### config.mk
export PLATFORM = sky130hd
export DESIGN_NAME = operand_fetch_wb
export DESIGN_NICKNAME = d
export VERILOG_FILES = /design/src/rtl/operand_fetch_wb_pkg.sv /design/src/rtl/operand_fetch_wb_reg_scoreboard.sv /design/src/rtl/operand_fetch_wb.sv
export SDC_FILE = /design/constraint.sdc
export NUM_CORES = 1
export LEC_CHECK = 0
export CAP_MARGIN = 20
export CORE_UTILIZATION = 40
export DETAILED_ROUTE_END_ITERATION = 8
export HOLD_SLACK_MARGIN = 0.15
export PLACE_DENSITY_LB_ADDON = 0.25
export SLEW_MARGIN = 20
export SYNTH_ARGS = -nofsm -noshare
export SYNTH_HDL_FRONTEND = slang
export SYNTH_SLANG_ARGS = --single-unit
### constraint.sdc
create_clock -name clk -period 3.25 [get_ports clk]
set_input_delay 0.4875 -clock clk [delete_from_list [all_inputs] [get_ports clk]]
set_output_delay 0.4875 -clock clk [all_outputs]
set_load 0.02 [all_outputs]
### src/rtl/operand_fetch_wb_pkg.sv
// Shared types and sizes for the operand fetch / writeback slice.
package operand_fetch_wb_pkg;

    localparam int REG_ADDR_W = 4;
    localparam int DATA_W     = 32;
    localparam int NUM_REGS   = 16;

    typedef enum logic [1:0] {
        IDLE = 2'd0,
        READ = 2'd1,
        HOLD = 2'd2
    } state_t;

endpackage

### src/rtl/operand_fetch_wb_reg_scoreboard.sv
// Pending-write scoreboard: busy bits, hazard detection and stray-writeback flag.
// OPERAND_FETCH_WB_BYPASS_EN lets a same-cycle writeback clear a source hazard.
module reg_scoreboard
    import operand_fetch_wb_pkg::*;
(
    input  logic                  clk,
    input  logic                  reset,
    input  logic                  set_en,
    input  logic [REG_ADDR_W-1:0] set_addr,
    input  logic                  clr_en,
    input  logic [REG_ADDR_W-1:0] clr_addr,
    input  logic [REG_ADDR_W-1:0] chk_src1,
    input  logic [REG_ADDR_W-1:0] chk_src2,
    input  logic [REG_ADDR_W-1:0] chk_dest,
    input  logic                  chk_wen,
    output logic                  hazard,
    output logic                  wb_err,
    output logic [NUM_REGS-1:0]   busy
);

    logic [NUM_REGS-1:0] busy_reg;
    logic [NUM_REGS-1:0] busy_next;
    logic [NUM_REGS-1:0] set_vec;
    logic [NUM_REGS-1:0] clr_vec;
    logic                wb_err_reg;
    logic                src1_busy;
    logic                src2_busy;

    for (genvar gi = 0; gi < NUM_REGS; gi++) begin : g_bit
        assign set_vec[gi] = set_en && (set_addr == REG_ADDR_W'(gi));
        assign clr_vec[gi] = clr_en && (clr_addr == REG_ADDR_W'(gi));
    end

    // Set is applied after clear so a new owner of the register wins.
    assign busy_next = (busy_reg & ~clr_vec) | set_vec;

`ifdef OPERAND_FETCH_WB_BYPASS_EN
    // The bank is written at this edge, so READ already sees the new value.
    assign src1_busy = busy_reg[chk_src1] && !(clr_en && (clr_addr == chk_src1));
    assign src2_busy = busy_reg[chk_src2] && !(clr_en && (clr_addr == chk_src2));
`else
    assign src1_busy = busy_reg[chk_src1];
    assign src2_busy = busy_reg[chk_src2];
`endif

    assign hazard = src1_busy || src2_busy || (chk_wen && busy_reg[chk_dest]);
    assign busy   = busy_reg;
    assign wb_err = wb_err_reg;

    always_ff @(posedge clk or posedge reset) begin
        if (reset) begin
            busy_reg   <= '0;
            wb_err_reg <= 1'b0;
        end else begin
            busy_reg   <= busy_next;
            wb_err_reg <= clr_en && !busy_reg[clr_addr];
        end
    end

endmodule

### src/rtl/operand_fetch_wb.sv
// Operand fetch stage with register-bank read, writeback forwarding and scoreboard.
// Define OPERAND_FETCH_WB_BYPASS_EN to let writebacks bypass the source hazard check.
module operand_fetch_wb
    import operand_fetch_wb_pkg::*;
(
    input  logic                  clk,
    input  logic                  reset,
    input  logic                  iss_valid,
    output logic                  iss_ready,
    input  logic [REG_ADDR_W-1:0] iss_src1,
    input  logic [REG_ADDR_W-1:0] iss_src2,
    input  logic [REG_ADDR_W-1:0] iss_dest,
    input  logic                  iss_wen,
    output logic [REG_ADDR_W-1:0] rb_srcadd1,
    output logic [REG_ADDR_W-1:0] rb_srcadd2,
    input  logic [DATA_W-1:0]     rb_src1,
    input  logic [DATA_W-1:0]     rb_src2,
    output logic [REG_ADDR_W-1:0] rb_dest,
    output logic [DATA_W-1:0]     rb_din,
    output logic                  rb_we,
    output logic                  op_valid,
    input  logic                  op_ready,
    output logic [DATA_W-1:0]     op_a,
    output logic [DATA_W-1:0]     op_b,
    output logic [REG_ADDR_W-1:0] op_dest,
    output logic                  op_wen,
    input  logic                  wb_valid,
    input  logic [REG_ADDR_W-1:0] wb_dest,
    input  logic [DATA_W-1:0]     wb_data,
    output logic                  wb_err,
    output logic [NUM_REGS-1:0]   busy
);

    state_t                state_reg;
    state_t                state_next;
    logic                  hazard;
    logic                  accept;
    logic [REG_ADDR_W-1:0] srcadd1_reg;
    logic [REG_ADDR_W-1:0] srcadd2_reg;
    logic [REG_ADDR_W-1:0] op_dest_reg;
    logic                  op_wen_reg;
    logic [DATA_W-1:0]     op_a_reg;
    logic [DATA_W-1:0]     op_b_reg;
    logic                  op_valid_reg;

    reg_scoreboard u_scoreboard (
        .clk      (clk),
        .reset    (reset),
        .set_en   (accept && iss_wen),
        .set_addr (iss_dest),
        .clr_en   (wb_valid),
        .clr_addr (wb_dest),
        .chk_src1 (iss_src1),
        .chk_src2 (iss_src2),
        .chk_dest (iss_dest),
        .chk_wen  (iss_wen),
        .hazard   (hazard),
        .wb_err   (wb_err),
        .busy     (busy)
    );

    assign iss_ready = (state_reg == IDLE) && !hazard;
    assign accept    = iss_valid && iss_ready;

    // Writebacks go straight to the bank with no buffering.
    assign rb_we   = wb_valid;
    assign rb_dest = wb_dest;
    assign rb_din  = wb_data;

    assign rb_srcadd1 = srcadd1_reg;
    assign rb_srcadd2 = srcadd2_reg;
    assign op_valid   = op_valid_reg;
    assign op_a       = op_a_reg;
    assign op_b       = op_b_reg;
    assign op_dest    = op_dest_reg;
    assign op_wen     = op_wen_reg;

    always_comb begin
        state_next = state_reg;
        case (state_reg)
            IDLE:    if (accept) state_next = READ;
            READ:    state_next = HOLD;
            HOLD:    if (op_valid_reg && op_ready) state_next = IDLE;
            default: state_next = IDLE;
        endcase
    end

    always_ff @(posedge clk or posedge reset) begin
        if (reset) begin
            state_reg    <= IDLE;
            srcadd1_reg  <= '0;
            srcadd2_reg  <= '0;
            op_dest_reg  <= '0;
            op_wen_reg   <= 1'b0;
            op_a_reg     <= '0;
            op_b_reg     <= '0;
            op_valid_reg <= 1'b0;
        end else begin
            state_reg <= state_next;
            // Only IDLE accepts, so dest/wen never change under a pending op_valid.
            if (accept) begin
                srcadd1_reg <= iss_src1;
                srcadd2_reg <= iss_src2;
                op_dest_reg <= iss_dest;
                op_wen_reg  <= iss_wen;
            end
            if (state_reg == READ) begin
                op_a_reg     <= rb_src1;
                op_b_reg     <= rb_src2;
                op_valid_reg <= 1'b1;
            end else if (state_reg == HOLD && op_ready) begin
                op_valid_reg <= 1'b0;
            end
        end
    end

endmodule

==> impl_results.md <==
* Max Freq at 0.3106 GHz
* Proportion of synthesized area in mux cells at 27.19%
* CTS max path bufs at 2
* Critical setup path kind: input pin to output port
* Setup WS post-layout at 30.60 ps
* Post-synthesis instance area at 4666 um^2
* Compound-Gate Fraction of Synth Area at 7.321%
* Layout Nets at 626
* Post-synthesis register bit count at 97
* Max-Cap Viols at 0
* Ant diodes at 0
* Status: complete, no violations
* CTS tree: done
* Share of cells above drive strength 1 at 27.20%
* Main combinational cell family by area after synthesis: multiplexers
* Slew @ Worst Pin at 840.1 ps
* GR Overflow Total at 0
* Minimum clock period at 3219 ps
* Power Density at 934.8 nW/um^2
* Pins Over Slew Limit at 0
* WL/cell at 19.31 um
* IO Port Bufs at 186
* Leakage at 2.814 nW
* Final setup vio count at 0
* Period utilization at 99.06%
* Placement-stage cell area at 6507 um^2
* Htree depth at 3
* First-pass GRT wire length at 18240 um
* Xor/xnor share of the synthesized area at 0%
* Post-synth cell types at 38
* Syn avg cell area at 13.45 um^2
* CP max FO at 3
* GRT Util Overall at 20.52%
* Layout Skew at 7.479 ps
* Post-CTS Repair Setup Buffers at 0
* Adder-cell share of the synthesized area at 0%
* Critical Path AT at 2730 ps
* Synth Area in Simple Gates at 5.578%
* DRT Wirelength at 12630 um
* Initial antenna violation count at 0
* Fin util at 60.14%
* Syn_nets at 465
* Filler Cell Count at 916
* Drt pass-1 iters at 5
* Vias/cell at 5.313
* Worst EP required at 2760 ps
* Rel. slew slack at 43.99%
* RSZ-0062 raised after global routing: false
* Post-synthesis instance total at 347
* Ys Warns at 0
* Number of global-route vias before repair at 3345
* Cts bufs inserted at 9
* Final GP Congestion at 0.9379
* DIE HEIGHT at 110 um
* DRT iter0 DRCs at 119
* Residual DRC at 0
* Post-detail-place hpwl at 9238 um
* HP Class: flop to flop
* Final hold violation count at 0
* Worst setup SP type: input pin
* Synthesis-to-finish area growth at 46.55%
* Chip width at 110 um
* Root buffer cell: clkbuf_16
* Core ar. at 11370 um^2
* Critical Path Sink Type: output port
* Row count at 39
* Die Area at 12100 um^2
* Dpl ws at -201.0 ps
* I/O pins at 251
* Vias post-DR at 3475
* VDD IR-drop max at 0.6133 mV
* Initial core utilization at 41.04%
* Clock transition at path regs at 60 ps
* Clock latency on the worst-skew pair at 340 ps
* Seq/Total Area, Yosys at 52.02%
* Sink Count at 97
* Pin count of the biggest net entering global routing at 66
* Antenna-violating nets left at 0
* Final Cell Area at 6838 um^2
==> metrics by stage <==
stage	hold slack [ps]	TNS, ps	power (mW)	std cells
after global placement	487.9	-174.5	5.173	640
after CTS	507.7	0	6.456	654
after floorplan	479.2	0	3.746	347
after global routing	513.8	0	6.711	654
after detailed placement	493.9	-201.0	5.240	640
final	504.7	0	6.392	654
==> synthesized netlist by cell type (all sizes together) <==
master	instances	area share, %
inv	5	0.40
nor2b	6	0.80
clkbuf	10	0.80
a311oi	1	0.19
nor3	1	0.11
a211oi	1	0.16
o21a	1	0.16
mux2i	3	0.64
or3b	2	0.38
o31ai	5	0.80
dfrtp	97	52
a21o	1	0.16
nand2b	6	0.80
buf	43	6.7
nand4bb	1	0.59
nor2	4	0.32
o311ai	1	0.19
o41ai	5	1.7
mux4	12	6.0
a2bb2oi	1	0.19
or2	3	0.40
a21oi	2	0.21
nand3b	3	0.48
nand2	15	1.2
o21ai	24	2.6
a31oi	1	0.13
nor3b	1	0.16
mux2	84	21
nand3	3	0.32
a211o	1	0.19
o22ai	3	0.40
o211a	1	0.21
==> critical path, stage by stage <==
cell and delay [ps]:
clkdlybuf4s50_1 530, mux4_2 510, a311oi_1 380, o31ai_1 150, nor3_1 300, dlygate4sd2_1 370
==> timing repair <==
item	in CTS	in global routing
setup endpoints to repair	1	0
resized for setup	1	0
hold buffers	0	0
==> final cells by class <==
cell class              count  area (um^2)  share of cell area, %
clock buffers               9        225.2                  3.294
well taps                 143        178.9                  2.617
repair buffers            203         2001                  29.26
flip-flops and latches     97         2427                  35.50
clock inverters             5        106.4                  1.555
inverters                   5        21.27                 0.3111
multi-input cells         192         1878                  27.47
==> cells by family (layout without fill, tap and decap cells) <==
family / count (synthesis) / in the layout
simple gates: 45 / 45
mux: 99 / 99
compound gates: 48 / 48
flops: 97 / 97
buf+inv: 58 / 222
==> power breakdown <==
group          leakage (nW)  switching [mW]  total [mW]  internal (mW)
sequential             1.18           0.361        2.13           1.77
combinational          1.48            1.39        3.06           1.68
clock                 0.158           0.457        1.20          0.745
==> worst paths after layout <==
check	from	end	slack [ps]	cells after the start
max	iss_src2[1]	iss_ready	30	6
min	op_b[5]	op_b[5]	500	1
max reg2reg	u_scoreboard.busy[9]	rb_srcadd2[1]	810	6
min reg2reg	op_b[5]	op_b[5]	500	1
max in group asynchronous	reset	op_b[29]	2010	3
min in group asynchronous	reset	op_dest[2]	560	2
==> placed cells by master, fill, tap and decap left out, types with 2 or more instances in the layout <==
| cell type | synthesis | layout |
|---|---|---|
| mux2_2 | 80 | 80 |
| mux4_2 | 10 | 10 |
| o21ai_0 | 24 | 24 |
| buf_4 | 37 | 16 |
| nand2_1 | 15 | 15 |
| mux2_4 | 4 | 4 |
| clkdlybuf4s50_1 | 0 | 185 |
| mux4_1 | 2 | 2 |
| o31ai_1 | 5 | 5 |
| inv_1 | 4 | 3 |
| or2_2 | 3 | 3 |
| o41ai_2 | 5 | 5 |
| mux2i_1 | 3 | 3 |
| nand3b_1 | 3 | 3 |
| bufinv_16 | 0 | 3 |
| nand3_1 | 3 | 3 |
| a21oi_1 | 2 | 2 |
| nor2b_1 | 6 | 5 |
| nand2b_1 | 6 | 6 |
| nor2_1 | 4 | 4 |
| clkbuf_16 | 0 | 9 |
| dfrtp_1 | 97 | 97 |
| or3b_2 | 2 | 2 |
| o22ai_1 | 3 | 3 |
==> routing by layer <==
layer	track usage [%]	vias up	routed length, um
li1	-	1545	-
met1	26.04	1680	5258
met3	4.938	37	1113
met5	0	-	0
met2	32.59	213	5908
met4	10.76	0	350
Power figures use the tool's default switching activity.
